File: config.mk
export PLATFORM = sky130hd
export DESIGN_NAME = bus_master_if
export DESIGN_NICKNAME = d
export VERILOG_FILES = /design/src/rtl/bus_master_if.sv
export SDC_FILE = /design/constraint.sdc
export NUM_CORES = 1
export LEC_CHECK = 0
export ABC_AREA = 1
export CORE_MARGIN = 2
export CORE_UTILIZATION = 45
export DETAILED_ROUTE_END_ITERATION = 7
export GPL_ROUTABILITY_DRIVEN = 0
export PLACE_DENSITY = 0.95
export SYNTH_ARGS = -nofsm -noshare
export SYNTH_HDL_FRONTEND = slang
export SYNTH_SLANG_ARGS = --single-unit
File: constraint.sdc
create_clock -name clk -period 9.4 [get_ports clk]
set_input_delay 1.88 -clock clk [delete_from_list [all_inputs] [get_ports clk]]
set_output_delay 1.88 -clock clk [all_outputs]
set_load 0.02 [all_outputs]
File: src/rtl/bus_master_if.sv
// Single-word bus-master front end: turns a client read/write into a request/grant/strobe
// handshake on the shared bus, finishing on slave ready or aborting after TIMEOUT cycles.
module bus_master_if #(
    parameter int unsigned ADDR_W  = 30,
    parameter int unsigned DATA_W  = 32,
    parameter int unsigned TIMEOUT = 255
) (
    input  logic              clk,
    input  logic              reset,
    input  logic              cpu_as,
    input  logic              cpu_rw,
    input  logic [ADDR_W-1:0] cpu_addr,
    input  logic [DATA_W-1:0] cpu_wr_data,
    input  logic              cpu_flush,
    output logic              cpu_busy,
    output logic [DATA_W-1:0] cpu_rd_data,
    output logic              cpu_done,
    output logic              cpu_err,
    output logic              bus_req_,
    input  logic              bus_grnt_,
    output logic              bus_as_,
    output logic              bus_rw,
    output logic [ADDR_W-1:0] bus_addr,
    output logic [DATA_W-1:0] bus_wr_data,
    input  logic [DATA_W-1:0] bus_rd_data,
    input  logic              bus_rdy_
);

    localparam int unsigned TIMER_W = (TIMEOUT > 1) ? $clog2(TIMEOUT) : 1;
    localparam logic [TIMER_W-1:0] TIMER_LAST = TIMER_W'(TIMEOUT - 1);

    localparam logic [1:0] IDLE   = 2'd0;
    localparam logic [1:0] REQ    = 2'd1;
    localparam logic [1:0] ACCESS = 2'd2;

    logic [1:0]         state_q, state_d;
    logic [TIMER_W-1:0] timer_q, timer_d;
    logic               req_q, req_d;
    logic               as_q, as_d;
    logic               rw_q, rw_d;
    logic [ADDR_W-1:0]  addr_q, addr_d;
    logic [DATA_W-1:0]  wdata_q, wdata_d;
    logic [DATA_W-1:0]  rdata_q, rdata_d;
    logic               done_q, done_d;
    logic               err_q, err_d;

    always_comb begin
        state_d = state_q;
        timer_d = timer_q;
        req_d   = req_q;
        as_d    = as_q;
        rw_d    = rw_q;
        addr_d  = addr_q;
        wdata_d = wdata_q;
        rdata_d = rdata_q;
        done_d  = 1'b0;
        err_d   = 1'b0;
        case (state_q)
            IDLE: begin
                if (cpu_as && !cpu_flush) begin
                    addr_d  = cpu_addr;
                    rw_d    = cpu_rw;
                    wdata_d = cpu_wr_data;
                    req_d   = 1'b0;
                    state_d = REQ;
                end
            end
            REQ: begin
                if (cpu_flush) begin
                    req_d   = 1'b1;
                    state_d = IDLE;
                end else if (!bus_grnt_) begin
                    as_d    = 1'b0;
                    timer_d = '0;
                    state_d = ACCESS;
                end
            end
            ACCESS: begin
                // Flush is deliberately ignored here: the slave may already have acted.
                if (!bus_rdy_) begin
                    as_d    = 1'b1;
                    req_d   = 1'b1;
                    done_d  = 1'b1;
                    if (rw_q) rdata_d = bus_rd_data;
                    state_d = IDLE;
                end else if (timer_q == TIMER_LAST) begin
                    as_d    = 1'b1;
                    req_d   = 1'b1;
                    err_d   = 1'b1;
                    rdata_d = '0;
                    state_d = IDLE;
                end else begin
                    timer_d = timer_q + TIMER_W'(1);
                end
            end
            default: begin
                req_d   = 1'b1;
                as_d    = 1'b1;
                state_d = IDLE;
            end
        endcase
    end

    always_ff @(posedge clk or posedge reset) begin
        if (reset) begin
            state_q <= IDLE;
            timer_q <= '0;
            req_q   <= 1'b1;
            as_q    <= 1'b1;
            rw_q    <= 1'b1;
            addr_q  <= '0;
            wdata_q <= '0;
            rdata_q <= '0;
            done_q  <= 1'b0;
            err_q   <= 1'b0;
        end else begin
            state_q <= state_d;
            timer_q <= timer_d;
            req_q   <= req_d;
            as_q    <= as_d;
            rw_q    <= rw_d;
            addr_q  <= addr_d;
            wdata_q <= wdata_d;
            rdata_q <= rdata_d;
            done_q  <= done_d;
            err_q   <= err_d;
        end
    end

    assign cpu_busy    = (state_q != IDLE) | (cpu_as & ~cpu_flush);
    assign cpu_rd_data = rdata_q;
    assign cpu_done    = done_q;
    assign cpu_err     = err_q;
    assign bus_req_    = req_q;
    assign bus_as_     = as_q;
    assign bus_rw      = rw_q;
    assign bus_addr    = addr_q;
    assign bus_wr_data = wdata_q;

endmodule
Word-level counts from Yosys, hierarchy flattened
Index checks and enable logic that the tools add are counted.
W data, S select, Z words.

word-level totals
  logic and storage cells = 66
  bits of input ports = 101
  output and inout port bits = 100
  register bits = 109

operators by class
  bitwise gates (word level) = 4
  reductions and logical operators = 12
  muxes and demuxes = 27
  eq/ne operators = 12
  add/sub/neg operators = 1

operators with widths
  operator               count
  $mux W32               3
  $mux W8                4
  $pmux W8 S2            1
  $ne A2 B2 Y1 const B   6
  $mux W1                11
  $mux W2                5
  $reduce_and A3 Y1      3
  $add A8 B1 Y8 const B  1
  $eq A8 B8 Y1 const B   1
  $ne A3 B3 Y1 const B   2
  $pmux W1 S3            2
  $pmux W2 S3            1
  $reduce_bool A2 Y1     3
  $reduce_and A5 Y1      1
  $reduce_and A4 Y1      1
  $eq A2 B1 Y1 const B   1
  $eq A2 B2 Y1 const B   1
  $logic_not A2 Y1       1
  $ne A2 B1 Y1 const B   1
  $not A1 Y1             2
  $reduce_and A2 Y1      1
  $and A1 B1 Y1          1
  $logic_and A1 B1 Y1    1
  $logic_not A1 Y1       1
  $or A1 B1 Y1           1

Logic depth before layout (Yosys ltp)
Gate-level depths: netlist (run 1).

  word-level depth = 4
  depth in mapped cells = 10

Least setup slack after synthesis (run 1)
OpenSTA, ideal clock, no wires.

  path type = input -> output
  start = in cpu_flush
  end = out cpu_busy
  buffers on the path = 0
  stages = 3
  required time = 7520 ps
  data arrival time = 2208 ps
  setup slack = 5312 ps
  cells stage by stage = inv_1 -> nand2_1 -> nand2_1

between the ends
  cells in the longest elaborated chain, start to end = 3

RTL lines
  element        RTL line  text
  from (decl)    14        input logic cpu_flush,
  $not A1 Y1     130       assign cpu_busy = (state_q != IDLE) | (cpu_as & ~cpu_flush);
  $and A1 B1 Y1  130
  $or A1 B1 Y1   130
  to (decl)      15        output logic cpu_busy,

Every way passes these cells.

Worst setup path in the final report (run 1)
Same ends and word-level chain as after synthesis.

==> metrics.md, run 1 <==
| Metric | Value |
|---|---|
| Status | complete, no violations |
| EDFF count, synth | 0 |
| Drt wl/cell | 14.0 µm |
| Diodes inserted | 0 |
| Grt total ovfl | 0 |
| CP required | 7.52 ns |
| Ys async rst share | 1.00 |
| Largest family of logic cells by synthesized area | simple AND/OR/NAND/NOR gates |
| FF-to-FF Start | state_q[1] |
| Die Area | 0.0111 mm² |
| Clock sinks | 109 |
| Hold Path Stages | 2 |
| CTS tree | done |
| Final Instance Area | 0.00685 mm² |
| Synth Net Count | 609 |
| Die height | 106 µm |
| Number of synthesized register bits | 109 |
| R2R depth | 4 |
| Synth Area per Inst | 9.17 µm² |
| Synth warn | 0 |
| Syn Inst Count | 506 |
| Critical R2R Capture | bus_addr[8] |
| First-pass GRT wire length | 18.8 mm |
| DR DRC count | 0 |
| Critical-path cell list | clkdlybuf4s50_1 > inv_1 > nand2_1 > nand2_1 > clkdlybuf4s50_1 |
| Peak supply drop | 0.000117 V |
| CORE AREA | 0.0102 mm² |
| CTS Buf Count | 9 |
| Synth Area in Compound Gates | 0.0765 |
| Adder-Cell Fraction of Synth Area | 0.00539 |
| Placed cell area | 0.00668 mm² |
| Vias in the first global route | 3957 |
| Worst-path maximum fanout | 4 |
| Area of the mapped netlist | 0.00464 mm² |
| Hpwl dp | 8.55 mm |
| Placed cell count | 821 |
| Drt total wl | 11.7 mm |
| Setup Skew | 0.0117 ns |
| CTS Root Cell | clkbuf_8 |
| Hold path startpoint | bus_as_ |
| Via-per-instance ratio | 4.75 |
| Fmax | 0.195 GHz |
| Post-Layout Cell Count | 837 |
| XOR/XNOR Fraction of Synth Area | 0.00377 |
| Largest net degree at the start of global routing | 119 |
| Postcts setup bufs | 0 |
| # rows | 37 |
| Total GRT Usage | 0.213 |
| Setup TNS Final | 0 ns |
| Delay-heaviest family, CP | buffers and inverters |
| Number of gates resized after CTS | 0 |
| Cts-stage hold buffer count | 0 |
| H-tree depth | 3 |
| Max_cap viols | 0 |
| Top_reg_cell synth | dfrtp_1 |
| Fin crit period | 5.12 ns |
| Setup CP Type | in -> out |
| Clock-pin slew on the worst setup and hold paths | 0.09 ns |
| Nets | 799 |
| DRT iter0 DRCs | 207 |
| Layout cells sized above 1 | 0.0956 |
| CP startpoint kind | primary input |
| Final hold viol count | 0 |
| CP arrival | 3.24 ns |
| Pwr Density | 195 mW/mm² |
| Min-Delay Path Class | reg -> reg |
| Clk buf depth | 2 |
| Slowest CP cell | clkdlybuf4s50_1 |
| Top Ports | 201 |
| Via count | 3977 |
| Clock Latency Late Sink | 0.36 ns |
| Worst Hold End | bus_as_ |
| Buf/Inv on CP | 3 |
| Initial Util | 0.456 |
| Sequential element share of the synthesized area | 0.588 |
| Syn-to-layout area delta | 47.5% |
| Fin crit share | 0.544 |
| RSZ-0062 raised after global routing | no |
| Final setup viols | 0 |
| Die X-Extent | 106 µm |
| Synth Area in Simple Gates | 0.228 |
| Reg2Reg Setup Slack | 7.42 ns |
| Initial antenna violation count | 0 |
| Final ANT Viol Nets | 0 |
| Slew Viols, Final | 0 |
| Synth unique cells | 27 |
| Lkg Pwr | 0.00337 µW |
| Mux cell area share after synthesis | 0 |
| Final core occ | 0.672 |
| Worst-margin pin slew | 1.03 ns |
| Relative slew slack | 0.314 |
| Nature of the critical path endpoint | primary output |
| CP peak stage delay | 0.62 ns |
| Pre-antenna DRT Iters | 4 |
| Port buffer count | 200 |
-- through the flow --
| step | hold slack, ns | worst slack, ns | total power [µW] |
|---|---|---|---|
| floorplan | 0.494 | 4.65 | 837 |
| global placement | 0.448 | 4.31 | 1070 |
| detailed placement | 0.465 | 4.28 | 1090 |
| CTS | 0.484 | 4.27 | 1350 |
| global route | 0.495 | 4.18 | 1400 |
| finish | 0.483 | 4.28 | 1330 |
-- layer usage --
layer	track usage	wire, µm
met4	0.108	375
met2	0.363	5830
met3	0.0489	839
met1	0.252	4680
met5	0	0
-- where the power goes --
group / switching, µW / internal [µW]
registers: 57.9 / 560
clock network: 149 / 104
logic: 235 / 228
-- state kept, by name, summed over array words and instances (netlist names) --
register and flops:
bus_wr_data 32, cpu_rd_data 32, bus_addr 30, timer_q 8, state_q 2, bus_as_ 1, bus_req_ 1, bus_rw 1
cpu_done 1, cpu_err 1
-- worst reg2reg max path, stage by stage, from the launching register on --
cell and delay (ns):
dfrtp_1 0.47, nor2_2 0.10, nand3_4 0.14, buf_4 0.81
o21ai_0 0.29
-- logic make-up after synthesis --
kind of cell | after synthesis
flip-flops | 109
adder cells (fa/ha/maj) | 2
buffers and inverters | 100
AND/OR/NAND/NOR | 225
AO/OA/AOI/OAI | 68
XOR/XNOR | 2
-- final cells by class --
class / count / area [µm²]
fill: 738 / 3340
sequential: 109 / 2730
timing repair buffer: 202 / 2020
inverter: 77 / 294
clock buffer: 13 / 149
multi-input combinational: 297 / 1460
clock inverter: 3 / 21.3
tap: 136 / 170
-- placed cells by master, fill, tap and decap left out, types with 4 or more instances in the layout --
cell type / instances
clkdlybuf4s50_1: 200
nand2_1: 127
dfrtp_1: 106
inv_1: 73
nand3_1: 46
nand2_2: 33
o21ai_0: 33
o21ai_1: 31
clkbuf_8: 10
nor2_1: 9
o21ai_2: 4
-- synthesized netlist by cell type (2+ instances only) --
cell type    n  share of area
o21ai_1     31          0.033
buf_6        9          0.022
inv_2        2         0.0016
dfrtp_1    106           0.57
nor2_1       9         0.0073
nand2_1    127           0.10
nand3_1     46          0.050
clkbuf_1    10         0.0081
buf_4        2         0.0032
xor2_1       2         0.0038
o21ai_2      4         0.0075
o21ai_0     33          0.036
nand2_4      2         0.0049
inv_1       74          0.060
ha_1         2         0.0054
nand2_2     33          0.044
nor2_4       2         0.0049
dfstp_2      3          0.017
-- worst max path at each step --
stage | cells past startpoint | from | endpoint | slack [ns]
2_1_floorplan | 1 | reset | bus_addr[0] | 4.65
3_3_place_gp | 5 | cpu_flush | cpu_busy | 4.31
4_1_cts | 5 | cpu_flush | cpu_busy | 4.27
6_report | 5 | cpu_flush | cpu_busy | 4.28
3_5_place_dp | 5 | cpu_flush | cpu_busy | 4.28
5_1_grt | 5 | cpu_flush | cpu_busy | 4.18
Power figures use the tool's default switching activity.
==> inputs of run 2 (changes only) <==
--- a/config.mk
+++ b/config.mk
@@ -7,10 +7,10 @@
 export LEC_CHECK = 0
 export ABC_AREA = 1
 export CORE_MARGIN = 2
-export CORE_UTILIZATION = 45
+export CORE_UTILIZATION = 38
 export DETAILED_ROUTE_END_ITERATION = 7
 export GPL_ROUTABILITY_DRIVEN = 0
-export PLACE_DENSITY = 0.95
+export PLACE_DENSITY = 0.88
 export SYNTH_ARGS = -nofsm -noshare
 export SYNTH_HDL_FRONTEND = slang
 export SYNTH_SLANG_ARGS = --single-unit
==> constraint.sdc (replaced) <==
create_clock -name clk -period 4.1 [get_ports clk]
set_input_delay 0.82 -clock clk [delete_from_list [all_inputs] [get_ports clk]]
set_output_delay 0.82 -clock clk [all_outputs]
set_load 0.02 [all_outputs]
==> metrics.md, run 2 (synthesized netlist as in run 1, its figures left out) <==
| Metric | Value |
|---|---|
| Status | complete, no violations |
| Slowest CP cell | clkdlybuf4s50_1 |
| CP startpoint kind | primary input |
| Clock-pin slew on the worst setup and hold paths | 0.07 ns (-0.02 ns) |
| First-pass GRT wire length | 18.4 mm (-2.1%) |
| Top Ports | 201 (unchanged) |
| CORE AREA | 0.0120 mm² (+17%) |
| Total GRT Usage | 0.176 (-0.0367) |
| Layout cells sized above 1 | 0.0984 (+0.00285) |
| Initial antenna violation count | 0 (unchanged) |
| Critical-path cell list | clkdlybuf4s50_1 > inv_1 > nand2_1 > nand2_1 > clkdlybuf4s50_1 |
| Placed cell count | 832 (+1.3%) |
| Delay-heaviest family, CP | buffers and inverters |
| Die Area | 0.0131 mm² (+18%) |
| CP arrival | 2.20 ns (-1.04 ns) |
| Setup TNS Final | 0 ns (unchanged) |
| Grt total ovfl | 0 (unchanged) |
| Diodes inserted | 0 (unchanged) |
| Slew Viols, Final | 0 (unchanged) |
| Final ANT Viol Nets | 0 (unchanged) |
| CP peak stage delay | 0.61 ns (about the same) |
| Relative slew slack | 0.570 (+0.256) |
| Vias in the first global route | 3747 (-5.3%) |
| Via count | 3831 (-3.7%) |
| Peak supply drop | 0.000288 V (+140%) |
| Via-per-instance ratio | 4.52 (-4.9%) |
| Pwr Density | 470 mW/mm² (+140%) |
| Multi-input logic area | 0.00146 mm² (unchanged) |
| Cts-stage hold buffer count | 0 (unchanged) |
| Clk buf depth | 2 (unchanged) |
| Largest net degree at the start of global routing | 69 (-42%) |
| Hpwl dp | 7.96 mm (-6.9%) |
| H-tree depth | 3 (unchanged) |
| CP required | 3.28 ns (-4.24 ns) |
| DRT iter0 DRCs | 168 (-19%) |
| Number of gates resized after CTS | 0 (unchanged) |
| Final setup viols | 0 (unchanged) |
| Min-Delay Path Class | reg -> reg |
| Fmax | 0.331 GHz |
| Buf/Inv on CP | 3 (unchanged) |
| Drt total wl | 11.1 mm (-5.1%) |
| Clock sinks | 109 (unchanged) |
| Most common cell after layout, fill and taps aside | clkdlybuf4s50_1 |
| Setup CP Type | in -> out |
| Postcts setup bufs | 0 (unchanged) |
| Fill cells | 1011 (+37%) |
| Setup Skew | 0.00576 ns (-0.00598 ns) |
| Pre-antenna DRT Iters | 4 (unchanged) |
| DR DRC count | 0 (unchanged) |
| Initial Util | 0.388 (-0.0677) |
| Fin crit share | 0.736 |
| Clock Latency Late Sink | 0.34 ns (-0.02 ns) |
| Max_cap viols | 0 (unchanged) |
| Worst-path maximum fanout | 4 (unchanged) |
| CTS Buf Count | 9 (unchanged) |
| Sequential cell area | 0.00273 mm² (unchanged) |
| Most frequent cells in the layout | clkdlybuf4s50_1, nand2_1, dfrtp_1 |
| Final hold viol count | 0 (unchanged) |
| Drt wl/cell | 13.1 µm (-6.3%) |
| Post-Layout Cell Count | 848 (+1.3%) |
| Die X-Extent | 115 µm (+8.5%) |
| # rows | 40 (+8.1%) |
| Worst-margin pin slew | 0.645 ns (-0.385 ns) |
| CTS tree | done |
| RSZ-0062 raised after global routing | no |
| Lkg Pwr | 0.00343 µW (+1.7%) |
| Fin crit period | 3.02 ns |
| CTS Root Cell | clkbuf_16 |
| Nets | 799 (unchanged) |
| Port buffer count | 200 (unchanged) |
| Die height | 115 µm (+8.5%) |
| Nature of the critical path endpoint | primary output |
| Syn-to-layout area delta | 50.6% |
-- run 2: cell count changes in the layout (fill, tap and decap cells not counted) --
cell and change:
clkbuf_8 -10, buf_4 -2, buf_12 +2, clkbuf_16 +9, clkinvlp_4 +1, clkbuf_1 -2, inv_6 +2
-- run 2: layout make-up --
cell class,count,share of cell area
repair buffers,202,0.292
multi-input cells,297,0.209
clock inverters,6,0.00662
inverters,77,0.0421
clock buffers,10,0.0328
well taps,147,0.0263
flip-flops and latches,109,0.391
-- run 2: routing by layer --
| layer | track usage | up-vias | share of wire |
|---|---|---|---|
| li1 | - | 1937 | - |
| met1 | 0.220 | 1753 | 0.42 |
| met2 | 0.286 | 129 | 0.48 |
| met3 | 0.0635 | 12 | 0.080 |
| met4 | 0.0537 | 0 | 0.013 |
| met5 | 0 | - | 0 |
-- run 2: final timing paths --
path                                  from               to  slack, ns  depth (start not counted)
worst max-delay path             cpu_flush         cpu_busy       1.08                          5
worst min register to register    bus_req_         bus_req_       0.46                          2
worst min-delay path              bus_req_         bus_req_       0.46                          2
min in group asynchronous            reset  cpu_rd_data[18]       0.92                          2
worst max register to register  state_q[1]     bus_addr[18]       2.13                          5
max in group asynchronous            reset         bus_req_       2.39                          3
-- run 2: power by group --
group          total, µW  switching [µW]  internal (µW)
registers           1420             130           1290
clock network        815             398            417
logic               1050             530            525
total               3290            1060           2230
-- run 2: tightest hold or removal path, stage by stage (launching register included) --
cell	delay, ns
dfstp_2	0.37
nand2_1	0.05
nand2_1	0.04
-- run 2: stage by stage --
step	power, µW	setup WS (ns)	util	hold slack [ns]	instance area [µm²]
6_report	3290	1.08	0.584	0.463	6990
5_1_grt	3470	1.01	0.584	0.499	6990
4_1_cts	3320	1.10	0.584	0.464	6990
3_5_place_dp	2500	1.10	0.561	0.453	6710
3_3_place_gp	2470	1.13	0.561	0.451	6710
2_1_floorplan	1920	0.411	-	0.494	4640
